**src/rtl/io_bus_master.sv**
```systemverilog
// Valid/ready command initiator for the 8-bit memory-mapped IO bus (write/read bursts, poll).
// Define IO_BUS_MASTER_POLL_EN to support the poll op; otherwise op 10 is rejected like op 11.
module io_bus_master #(
    parameter int unsigned POLL_LIMIT = 1000
) (
    input  logic       clk,
    input  logic       rst,
    input  logic       i_cmd_valid,
    output logic       o_cmd_ready,
    input  logic [1:0] i_cmd_op,
    input  logic [7:0] i_cmd_addr,
    input  logic [7:0] i_cmd_data,
    input  logic [7:0] i_cmd_mask,
    input  logic [7:0] i_cmd_count,
    input  logic       i_cmd_inc,
    output logic       o_rsp_valid,
    input  logic       i_rsp_ready,
    output logic [7:0] o_rsp_data,
    output logic       o_rsp_last,
    output logic       o_rsp_err,
    output logic [7:0] o_io_address,
    output logic [7:0] o_io_dout,
    output logic       o_io_w_en,
    output logic       o_io_r_en,
    input  logic [7:0] i_io_din
);

    localparam int unsigned AW  = 8;
    localparam int unsigned DW  = 8;
    localparam int unsigned CW  = 8;
    localparam int unsigned PCW = 16;
    localparam logic [PCW-1:0] POLL_MAX = PCW'(POLL_LIMIT);
    localparam logic [1:0] OP_WR   = 2'b00;
    localparam logic [1:0] OP_RD   = 2'b01;
`ifdef IO_BUS_MASTER_POLL_EN
    localparam logic [1:0] OP_POLL = 2'b10;
`endif

    typedef enum logic [2:0] {
        S_IDLE,
        S_WRITE,
        S_RD_REQ,
        S_RD_CAP,
        S_RSP
`ifdef IO_BUS_MASTER_POLL_EN
        , S_POLL_REQ
        , S_POLL_CAP
`endif
    } state_t;

    state_t          r_state;
    logic            r_cmd_ready;
    logic            r_rsp_valid;
    logic [DW-1:0]   r_rsp_data;
    logic            r_rsp_last;
    logic            r_rsp_err;
    logic [AW-1:0]   r_io_address;
    logic [DW-1:0]   r_io_dout;
    logic            r_io_w_en;
    logic            r_io_r_en;
    logic [CW-1:0]   r_beats;
    logic            r_inc;
`ifdef IO_BUS_MASTER_POLL_EN
    logic [DW-1:0]   r_data;
    logic [DW-1:0]   r_mask;
    logic [PCW-1:0]  r_attempts;
`endif
    logic            w_unused_ok;

    assign w_unused_ok = ^{i_cmd_mask, POLL_MAX};

    always_ff @(posedge clk or posedge rst) begin
        if (rst) begin
            r_state      <= S_IDLE;
            r_cmd_ready  <= 1'b0;
            r_rsp_valid  <= 1'b0;
            r_rsp_data   <= '0;
            r_rsp_last   <= 1'b0;
            r_rsp_err    <= 1'b0;
            r_io_address <= '0;
            r_io_dout    <= '0;
            r_io_w_en    <= 1'b0;
            r_io_r_en    <= 1'b0;
            r_beats      <= '0;
            r_inc        <= 1'b0;
`ifdef IO_BUS_MASTER_POLL_EN
            r_data       <= '0;
            r_mask       <= '0;
            r_attempts   <= '0;
`endif
        end else begin
            case (r_state)
                S_IDLE: begin
                    r_cmd_ready <= 1'b1;
                    if (i_cmd_valid && r_cmd_ready) begin
                        r_cmd_ready <= 1'b0;
                        r_beats     <= i_cmd_count;
                        r_inc       <= i_cmd_inc;
                        case (i_cmd_op)
                            OP_WR: begin
                                r_io_w_en    <= 1'b1;
                                r_io_address <= i_cmd_addr;
                                r_io_dout    <= i_cmd_data;
                                r_state      <= S_WRITE;
                            end
                            OP_RD: begin
                                r_io_r_en    <= 1'b1;
                                r_io_address <= i_cmd_addr;
                                r_state      <= S_RD_REQ;
                            end
`ifdef IO_BUS_MASTER_POLL_EN
                            OP_POLL: begin
                                r_io_r_en    <= 1'b1;
                                r_io_address <= i_cmd_addr;
                                r_data       <= i_cmd_data;
                                r_mask       <= i_cmd_mask;
                                r_attempts   <= PCW'(1);
                                r_beats      <= '0;
                                r_state      <= S_POLL_REQ;
                            end
`endif
                            default: begin
                                // Rejected op: answer at once without touching the bus
                                r_beats     <= '0;
                                r_rsp_valid <= 1'b1;
                                r_rsp_data  <= '0;
                                r_rsp_err   <= 1'b1;
                                r_rsp_last  <= 1'b1;
                                r_state     <= S_RSP;
                            end
                        endcase
                    end
                end
                S_WRITE: begin
                    if (r_beats == '0) begin
                        r_io_w_en   <= 1'b0;
                        r_cmd_ready <= 1'b1;
                        r_state     <= S_IDLE;
                    end else begin
                        r_beats      <= r_beats - CW'(1);
                        r_io_address <= r_io_address + AW'(r_inc);
                    end
                end
                S_RD_REQ: begin
                    r_io_r_en <= 1'b0;
                    r_state   <= S_RD_CAP;
                end
                S_RD_CAP: begin
                    r_rsp_valid <= 1'b1;
                    r_rsp_data  <= i_io_din;
                    r_rsp_last  <= (r_beats == '0);
                    r_rsp_err   <= 1'b0;
                    r_state     <= S_RSP;
                end
                S_RSP: begin
                    if (i_rsp_ready) begin
                        r_rsp_valid <= 1'b0;
                        if (r_beats != '0) begin
                            r_beats      <= r_beats - CW'(1);
                            r_io_address <= r_io_address + AW'(r_inc);
                            r_io_r_en    <= 1'b1;
                            r_state      <= S_RD_REQ;
                        end else begin
                            r_cmd_ready <= 1'b1;
                            r_state     <= S_IDLE;
                        end
                    end
                end
`ifdef IO_BUS_MASTER_POLL_EN
                S_POLL_REQ: begin
                    r_io_r_en <= 1'b0;
                    r_state   <= S_POLL_CAP;
                end
                S_POLL_CAP: begin
                    if ((i_io_din & r_mask) == (r_data & r_mask)) begin
                        r_rsp_valid <= 1'b1;
                        r_rsp_data  <= i_io_din;
                        r_rsp_err   <= 1'b0;
                        r_rsp_last  <= 1'b1;
                        r_state     <= S_RSP;
                    end else if (r_attempts < POLL_MAX) begin
                        r_attempts <= r_attempts + PCW'(1);
                        r_io_r_en  <= 1'b1;
                        r_state    <= S_POLL_REQ;
                    end else begin
                        r_rsp_valid <= 1'b1;
                        r_rsp_data  <= i_io_din;
                        r_rsp_err   <= 1'b1;
                        r_rsp_last  <= 1'b1;
                        r_state     <= S_RSP;
                    end
                end
`endif
                default: r_state <= S_IDLE;
            endcase
        end
    end

    assign o_cmd_ready  = r_cmd_ready;
    assign o_rsp_valid  = r_rsp_valid;
    assign o_rsp_data   = r_rsp_data;
    assign o_rsp_last   = r_rsp_last;
    assign o_rsp_err    = r_rsp_err;
    assign o_io_address = r_io_address;
    assign o_io_dout    = r_io_dout;
    assign o_io_w_en    = r_io_w_en;
    assign o_io_r_en    = r_io_r_en;

endmodule

```
**config.mk**
```make
export PLATFORM = sky130hd
export DESIGN_NAME = io_bus_master
export DESIGN_NICKNAME = d
export VERILOG_FILES = /design/src/rtl/io_bus_master.sv
export SDC_FILE = /design/constraint.sdc
export NUM_CORES = 1
export LEC_CHECK = 0
export CAP_MARGIN = 10
export CORE_ASPECT_RATIO = 1.5
export CORE_UTILIZATION = 30
export DETAILED_ROUTE_END_ITERATION = 8
export DONT_BUFFER_PORTS = 1
export PLACE_DENSITY = 0.49
export SLEW_MARGIN = 20
export SYNTH_ARGS = -nofsm -noshare
export SYNTH_HDL_FRONTEND = slang
export SYNTH_SLANG_ARGS = --single-unit
```
**constraint.sdc**
```tcl
create_clock -name clk -period 1.9 [get_ports clk]
set_input_delay 0.38 -clock clk [delete_from_list [all_inputs] [get_ports clk]]
set_output_delay 0.38 -clock clk [all_outputs]
set_load 0.05 [all_outputs]
```
==> results of run 1 <==
## cells in the mapped netlist (2+ instances only)
library cell and instances:
a22oi_1 3, nor4b_1 2, or3_1 2, nor2_1 9
o31ai_1 2, inv_1 14, a21oi_1 16, o211a_1 2
or2_2 2, nor3_1 5, a32oi_1 5, and3_1 4
nand2_1 15, clkbuf_1 3, nor4_1 3, o21ai_0 11
mux2_2 13, a22o_1 8, o211ai_1 4, o2bb2ai_1 7
dfrtp_1 42, mux2i_1 2, a211oi_1 7, nand3_1 3
nand2b_1 2, buf_4 2, ha_1 4
## cell usage in the layout, fill, tap and decap left out, types with 2 or more instances in the layout
master     count
inv_1         11
nor3_1         5
inv_2          2
mux2_2        13
clkbuf_8       6
a22oi_1        3
a32oi_1        5
nor2_1         8
buf_4         39
nand3_1        3
dfrtp_1       41
o2bb2ai_1      7
o211a_1        2
a21oi_1       15
o211ai_1       4
ha_1           3
or2_2          2
mux2i_1        2
a22o_1         8
and3_1         4
nand2_1       14
a211oi_1       6
o21ai_0       10
or3_1          2
o31ai_1        2
nor4_1         2
nand2b_1       2
## worst reg2reg max path: cells and delay by family (launching register included)
kind	cells	cell delay (ps)
multiplexers	1	290
flip-flops	1	390
adder cells (fa/ha/maj)	1	130
buffers and inverters	1	80
AND/OR/NAND/NOR	3	860
## logic make-up after synthesis
group | Yosys count | synth area share [%]
AO/OA/AOI/OAI | 78 | 25.3
XOR/XNOR | 2 | 0.782
adder cells (fa/ha/maj) | 4 | 2.23
buffers and inverters | 19 | 3.52
flip-flops | 42 | 46.9
multiplexers | 15 | 7.43
AND/OR/NAND/NOR | 55 | 13.8
## flip-flops by register name, indices dropped and copies added (netlist names)
signal        cells
o_rsp_err         1
o_rsp_data        8
o_cmd_ready       1
o_rsp_last        1
r_inc             1
r_state           3
o_io_r_en         1
o_rsp_valid       1
o_io_w_en         1
r_beats           8
o_io_dout         8
o_io_address      8
## how the worst max path moves through the flow
| stage | slack (ps) | to | depth (start not counted) | from |
|---|---|---|---|---|
| after floorplan | -6 | o_io_address[0] | 6 | r_beats[0] |
| after global placement | -50 | o_io_address[0] | 6 | r_beats[0] |
| after detailed placement | -80 | o_io_address[0] | 6 | r_beats[0] |
| after CTS | 8 | o_io_address[0] | 6 | r_beats[0] |
| after global routing | -30 | o_io_address[0] | 6 | r_beats[1] |
| final | 40 | o_io_address[0] | 6 | r_beats[1] |
## per-layer routing
metal	part of all wire, %	GRT usage [%]	up-vias
met5	0	0	-
met4	2.6	7.98	0
met3	5.3	4.31	9
met2	53	30.0	61
met1	39	19.0	924
li1	-	-	906
## cell type report
cell class / count / area [um2] / area share (%)
clock buffers: 7 / 86.3 / 3.05
repair buffers: 42 / 334 / 11.8
flip-flops and latches: 42 / 1050 / 37.1
clock inverters: 1 / 5.00 / 0.177
inverters: 14 / 52.6 / 1.85
well taps: 100 / 125 / 4.41
multi-input cells: 154 / 1180 / 41.6
## through the flow
| step | worst slack (ps) | cells | instance area (um2) | utilization (%) |
|---|---|---|---|---|
| 2_1_floorplan | -5.61 | 215 | 2250 | - |
| 3_3_place_gp | -47.6 | 349 | 2650 | 36.7 |
| 3_5_place_dp | -76.8 | 349 | 2650 | 36.7 |
| 4_1_cts | 7.69 | 359 | 2780 | 38.4 |
| 5_1_grt | -33.6 | 360 | 2840 | 39.2 |
| 6_report | 35.7 | 360 | 2840 | 39.2 |
## what timing repair did
action                                  in CTS  in global routing
hold buffers                                 1                  0
endpoints found under the setup margin      14                 27
gates resized for setup                      3                 12
hold endpoints to repair                    24                  0
pin swaps                                    1                  5
gates cloned                                 0                  0
buffers inserted                             1                  1
==> flow_metrics.py, run 1 <==
metrics = {
    "logic_synthesis": {
        "synth_edf_count": 0,
        "yosysSeqAreaShare_pct": 46.9,
        "ys_ff_latch": 42,
        "synthDistinctLibCells": 50,
        "ys.warnings.count": 0,
        "synthFlopType": "dfrtp_1",
        "syn_area_um2": 2240,
        "synthArstFlopShare_pct": 100,
        "syn_inst": 215,
        "synth_largest_area_cell": "dfrtp_1",
        "synth_top_area_share_pct": 46.9,
        "yosys-top-cells-area": "dfrtp_1 (47%), mux2_2 (6.5%), a21oi_1 (3.6%)",
        "syn_nets": 266,
        "avgSynthCellArea_um2": 10.4,
    },
    "floorplan": {
        "fp.dieW_um": 72.6,
        "die_height_um": 108,
        "coreArea_um2": 7230,
        "initial_utilization_pct": 31.0,
        "dieArea_um2": 7830,
        "io_pins": 77,
        "rows": 38,
    },
    "detailed_routing": {
        "via_per_inst": 5.28,
        "wirelength_um": 6360,
        "drt_iter0_markers": 181,
        "vias": 1900,
        "ant_nets": 0,
        "drc_errors": 0,
        "wire_per_inst_um": 17.7,
        "drt-pass1-iter-count": 4,
    },
    "cts": {
        "insertion_delay_ps": 300,
        "clock-sinks": 42,
        "cts_tree": "yes",
        "cts_max_level": 2,
        "path_clk_slew_ps": 80,
        "clockBufferDepth": 2,
        "root_buffer": "clkbuf_8",
        "cts-buffers-inserted": 5,
    },
    "setup_path": {
        "path_cells": "inv_2, ha_4, or4b_4, nor4_4, nor3_4, mux2_2",
        "endpoint_kind": "flip-flop",
        "cp_top_family": "simple AND/OR/NAND/NOR gates",
        "r2r_start": "r_beats[1]",
        "rrSetupSlack_ps": 40,
        "cp.arrival_ps": 2060,
        "regToRegEndpoint": "o_io_address[0]",
        "path_class": "flip-flop to flip-flop",
        "slowest_stage": "or4b_4",
        "slowest_delay_ps": 490,
        "path_max_fanout": 8,
        "cp-start-kind": "flip-flop",
        "worst-r2r-cell-count": 6,
        "cp.required_ps": 2090,
        "cp_num_buf_inv": 1,
    },
    "global_routing": {
        "grt_use_total_pct": 17.1,
        "grt_pass1_vias": 1970,
        "grt-ovfl-total": 0,
        "antenna_found_initial": 0,
        "grt_max_degree": 43,
        "grt_pass1_wl_um": 10000,
    },
    "worst_hold_path": {
        "hold_depth": 1,
        "min_path_type": "input port to flip-flop",
        "holdPathEnd": "r_state[2]",
        "min_from": "i_rsp_ready",
    },
    "sta": {
        "slew_headroom_pct": 63.6,
        "period_needed_ps": 1860,
        "finalCritPeriodShare_pct": 98.1,
        "worst_pin_slew_ps": 546,
        "worst_hold_slack_ps": 170,
        "finalHoldViolCount": 0,
        "fin_tns_setup_ps": 0,
        "rsz0062_at_grt": "yes",
        "setup_viol": 0,
        "maxSlewViolCount": 0,
        "finClkSkew_ps": 3.21,
        "fmax_mhz": 536,
    },
    "placed_design": {
        "hpwl_um": 4630,
        "gp_congestion": 0.776,
        "portBuffers": 0,
    },
    "job": {
        "drv_cap": 0,
    },
    "outcome": {
        "outcome": "complete, no violations",
    },
    "finish": {
        "area_growth_pct": 26.5,
        "fillers": 760,
        "diodes": 0,
        "drive_gt1_share_pct": 32.3,
        "num-nets-final": 310,
    },
}
Power of run 1 is not shown: default switching activity piles up to over one toggle a cycle in this logic, so the estimate is an artifact.
==> inputs of run 2 (changes only) <==
--- a/config.mk
+++ b/config.mk
@@ -11,6 +11,7 @@
 export DETAILED_ROUTE_END_ITERATION = 8
 export DONT_BUFFER_PORTS = 1
 export PLACE_DENSITY = 0.49
+export SETUP_SLACK_MARGIN = 0.4
 export SLEW_MARGIN = 20
 export SYNTH_ARGS = -nofsm -noshare
 export SYNTH_HDL_FRONTEND = slang
==> flow_metrics.py, run 2 (synthesis results as in run 1) <==
metrics = {
    "cts": {
        "clock-sinks": 42,
        "cts-buffers-inserted": 5,
        "path_clk_slew_ps": 80,
        "cts_tree": "yes",
        "clockBufferDepth": 2,
        "root_buffer": "clkbuf_8",
        "cts_max_level": 2,
        "insertion_delay_ps": 290,
    },
    "sta": {
        "period_needed_ps": 1860,
        "finalCritPeriodShare_pct": 97.6,
        "worst_pin_slew_ps": 759,
        "rsz0062_at_grt": "yes",
        "final.setup.worst_slack_ps": 44.9,
        "setup_viol": 0,
        "maxSlewViolCount": 0,
        "finalHoldViolCount": 0,
        "slew_headroom_pct": 49.2,
        "fmax_mhz": 539,
        "finClkSkew_ps": 6.36,
    },
    "global_routing": {
        "antenna_found_initial": 0,
        "grt-ovfl-total": 0,
        "grt_max_degree": 38,
        "grt_pass1_wl_um": 10200,
        "grt_use_total_pct": 17.2,
        "grt_pass1_vias": 2105,
    },
    "setup_path": {
        "cp_num_buf_inv": 1,
        "cp_top_family": "simple AND/OR/NAND/NOR gates",
        "rrSetupSlack_ps": 40,
        "cp.arrival_ps": 2040,
        "worst-r2r-cell-count": 6,
        "endpoint_kind": "flip-flop",
        "path_max_fanout": 8,
        "path_cells": "inv_2, ha_4, or4b_4, nor4_4, nor3_4, mux2_2",
        "slowest_delay_ps": 490,
        "cp-start-kind": "flip-flop",
        "path_class": "flip-flop to flip-flop",
        "cp.required_ps": 2080,
        "r2r_start": "r_beats[0]",
        "regToRegEndpoint": "o_io_address[0]",
        "slowest_stage": "or4b_4",
    },
    "worst_hold_path": {
        "min_path_type": "input port to flip-flop",
        "holdPathEnd": "r_state[2]",
        "min_from": "i_rsp_ready",
        "hold_depth": 1,
    },
    "finish": {
        "num-nets-final": 319,
        "mostFrequentLayoutCell": "buf_4",
        "diodes": 0,
        "final_cell_mix": "buf_4 (42), dfrtp_1 (38), a21oi_1 (13), nand2_1 (12), inv_1 (11)",
        "finalNonFillerCells": 369,
        "drive_gt1_share_pct": 42.8,
        "area_growth_pct": 40.6,
    },
    "detailed_routing": {
        "drt-pass1-iter-count": 4,
        "via_per_inst": 5.45,
        "wirelength_um": 6570,
        "vias": 2011,
        "drc_errors": 0,
        "wire_per_inst_um": 17.8,
        "drt_iter0_markers": 153,
        "ant_nets": 0,
    },
    "floorplan": {
        "initial_utilization_pct": 31.0,
        "fp.dieW_um": 72.6,
        "coreArea_um2": 7230,
        "dieArea_um2": 7830,
        "die_height_um": 108,
        "rows": 38,
        "io_pins": 77,
    },
    "placed_design": {
        "post-place-ws_ps": -53.4,
        "dp_cells": 345,
        "gp_congestion": 0.760,
        "hpwl_um": 4590,
        "portBuffers": 0,
    },
    "outcome": {
        "outcome": "complete, no violations",
    },
    "job": {
        "drv_cap": 0,
    },
}
## run 2: cell count changes in the layout (fill, tap and decap cells not counted), sizes merged
cell,before,now
clkinv,2,0
clkbuf,7,6
nand2,15,16
inv,13,14
buf,41,48
a21oi,16,17
bufinv,0,1
clkinvlp,0,1
## run 2: worst max path at each step
stage                           from         endpoint  slack, ps  cells after the start
after floorplan           r_beats[0]  o_io_address[0]         -4                      6
after global placement    r_beats[1]  o_io_address[1]        -30                      6
after detailed placement  r_beats[1]      o_cmd_ready        -50                      7
after CTS                 r_beats[0]  o_io_address[0]         30                      6
after global routing      r_beats[0]  o_io_address[1]        -30                      6
final                     r_beats[0]  o_io_address[0]         40                      6
## run 2: routing by layer
metal	track usage [%]	up-vias	routed length [um]
met5	0	-	0
met4	8.12	0	119
met3	4.40	11	333
met2	30.6	51	3550
met1	18.6	1017	2560
li1	-	932	-
## run 2: through the flow
stage / instance area, um2 / hold WS, ps / utilization [%] / TNS (ps)
after floorplan: 2270 / 472 / - / -8.22
after global placement: 2650 / 160 / 36.6 / -90.2
after detailed placement: 2650 / 166 / 36.6 / -118
after CTS: 2990 / 157 / 41.4 / 0
after global routing: 3150 / 153 / 43.6 / -77.1
final: 3150 / 170 / 43.6 / 0
## run 2: what timing repair did
item / 4_1_cts / 5_1_grt
gates cloned: 1 / 1
hold buffers: 1 / 0
gates resized for setup: 32 / 27
setup endpoints to repair: 39 / 40
buffers inserted: 11 / 2
hold endpoints to repair: 5 / 0
pin swaps: 15 / 8
## run 2: cell type report
type	count	area, um2
multi-input cells	156	1400
fillers	709	4080
clock inverters	2	37.5
flip-flops and latches	42	1060
clock buffers	6	72.6
inverters	14	52.6
well taps	100	125
repair buffers	49	410
Power of run 2 is left out for the same reason.
==> inputs of run 3 (changes only) <==
--- a/config.mk
+++ b/config.mk
@@ -11,7 +11,8 @@
 export DETAILED_ROUTE_END_ITERATION = 8
 export DONT_BUFFER_PORTS = 1
 export PLACE_DENSITY = 0.49
-export SETUP_SLACK_MARGIN = 0.4
+export RECOVER_POWER = 25
+export SETUP_SLACK_MARGIN = 0.5
 export SLEW_MARGIN = 20
 export SYNTH_ARGS = -nofsm -noshare
 export SYNTH_HDL_FRONTEND = slang
==> flow_metrics.py, run 3 (synthesis results as in run 1) <==
metrics = {
    "setup_path": {
        "path_max_fanout": 4,
        "cp.required_ps": 2130,
        "cp.arrival_ps": 2090,
        "path_cells": "inv_2, ha_4, or4b_4, buf_6, o41ai_4, a21oi_1, nor2_1",
        "endpoint_kind": "flip-flop",
        "cp_num_buf_inv": 2,
        "cp_top_family": "simple AND/OR/NAND/NOR gates",
        "slowest_delay_ps": 490,
        "path_class": "flip-flop to flip-flop",
        "cp-start-kind": "flip-flop",
        "rrSetupSlack_ps": 30,
        "slowest_stage": "or4b_4",
    },
    "detailed_routing": {
        "vias": 1971,
        "drt-pass1-iter-count": 4,
        "drt_iter0_markers": 179,
        "drc_errors": 0,
        "via_per_inst": 5.41,
        "wire_per_inst_um": 18.3,
        "wirelength_um": 6670,
        "ant_nets": 0,
    },
    "finish": {
        "final_cell_mix": "dfrtp_1 (40), buf_4 (36), nand2_1 (14), mux2_2 (13)",
        "drive_gt1_share_pct": 38.6,
        "num-nets-final": 314,
        "diodes": 0,
        "area_growth_pct": 37.5,
        "mostFrequentLayoutCell": "dfrtp_1",
        "finalNonFillerCells": 364,
        "final_area_um2": 3080,
    },
    "placed_design": {
        "portBuffers": 0,
        "dp_cells": 345,
        "postPlaceCellArea_um2": 2660,
        "post-place-ws_ps": -52.3,
        "hpwl_um": 4730,
        "gp_congestion": 0.774,
    },
    "floorplan": {
        "fp.dieW_um": 72.6,
        "io_pins": 77,
        "coreArea_um2": 7230,
        "die_height_um": 108,
        "rows": 38,
        "dieArea_um2": 7830,
        "initial_utilization_pct": 31.0,
    },
    "global_routing": {
        "antenna_found_initial": 0,
        "grt-ovfl-total": 0,
        "grt_pass1_vias": 1982,
        "grt_use_total_pct": 17.6,
        "grt_pass1_wl_um": 10300,
        "grt_max_degree": 18,
    },
    "sta": {
        "rsz0062_at_grt": "yes",
        "finClkSkew_ps": 6.72,
        "finalCritPeriodShare_pct": 98.3,
        "setup_viol": 0,
        "period_needed_ps": 1870,
        "final.setup.worst_slack_ps": 32.5,
        "maxSlewViolCount": 0,
        "slew_headroom_pct": 52.2,
        "finalHoldViolCount": 0,
        "fmax_mhz": 535,
        "worst_pin_slew_ps": 716,
    },
    "cts": {
        "root_buffer": "clkbuf_8",
        "clock-sinks": 42,
        "cts_max_level": 2,
        "cts-buffers-inserted": 5,
        "insertion_delay_ps": 300,
        "path_clk_slew_ps": 90,
        "clockBufferDepth": 2,
        "cts_tree": "yes",
    },
    "worst_hold_path": {
        "min_path_type": "input port to flip-flop",
    },
    "outcome": {
        "outcome": "complete, no violations",
    },
    "job": {
        "drv_cap": 0,
    },
}
-- run 3: cell type report --
| cell class | instances | area, um2 |
|---|---|---|
| Fill cell | 712 | 4150 |
| Multi-Input combinational cell | 155 | 1330 |
| Clock buffer | 6 | 82.6 |
| Tap cell | 100 | 125 |
| Clock inverter | 2 | 60.1 |
| Timing Repair Buffer | 45 | 373 |
| Inverter | 14 | 52.6 |
| Sequential cell | 42 | 1050 |
-- run 3: worst paths after layout --
check / startpoint / to / cells after the start
worst min register to register: r_inc / r_inc / 1
min in group asynchronous: rst / o_io_address[0] / 2
worst max register to register: r_beats[1] / o_cmd_ready / 7
max in group asynchronous: rst / o_cmd_ready / 3
worst min-delay path: i_rsp_ready / r_state[2] / 1
worst max-delay path: r_beats[1] / o_cmd_ready / 7
-- run 3: layer usage --
layer	up-vias	share of wire, %	global-route usage [%]	wire length, um
met5	-	0	0	0
met4	0	2.1	7.00	141
met3	9	3.7	3.37	248
met2	48	56	32.3	3730
li1	924	-	-	-
met1	990	38	19.5	2550
-- run 3: timing repair --
| item | 4_1_cts | 5_1_grt |
|---|---|---|
| setup endpoints to repair | 43 | 44 |
| pin swaps | 8 | 18 |
| hold buffers | 1 | 0 |
| setup buffers | 5 | 4 |
| cloned | 1 | 0 |
| endpoints found under the hold margin | 15 | 0 |
| resized for setup | 11 | 32 |
-- run 3: stage by stage --
step	setup TNS, ps	hold WS [ps]	utilization (%)
finish	0	178	42.6
global route	-137	168	42.6
CTS	0	175	40.1
detailed placement	-106	277	36.7
global placement	-46.1	280	36.7
floorplan	-8.22	472	-
Power of run 3 is left out for the same reason.
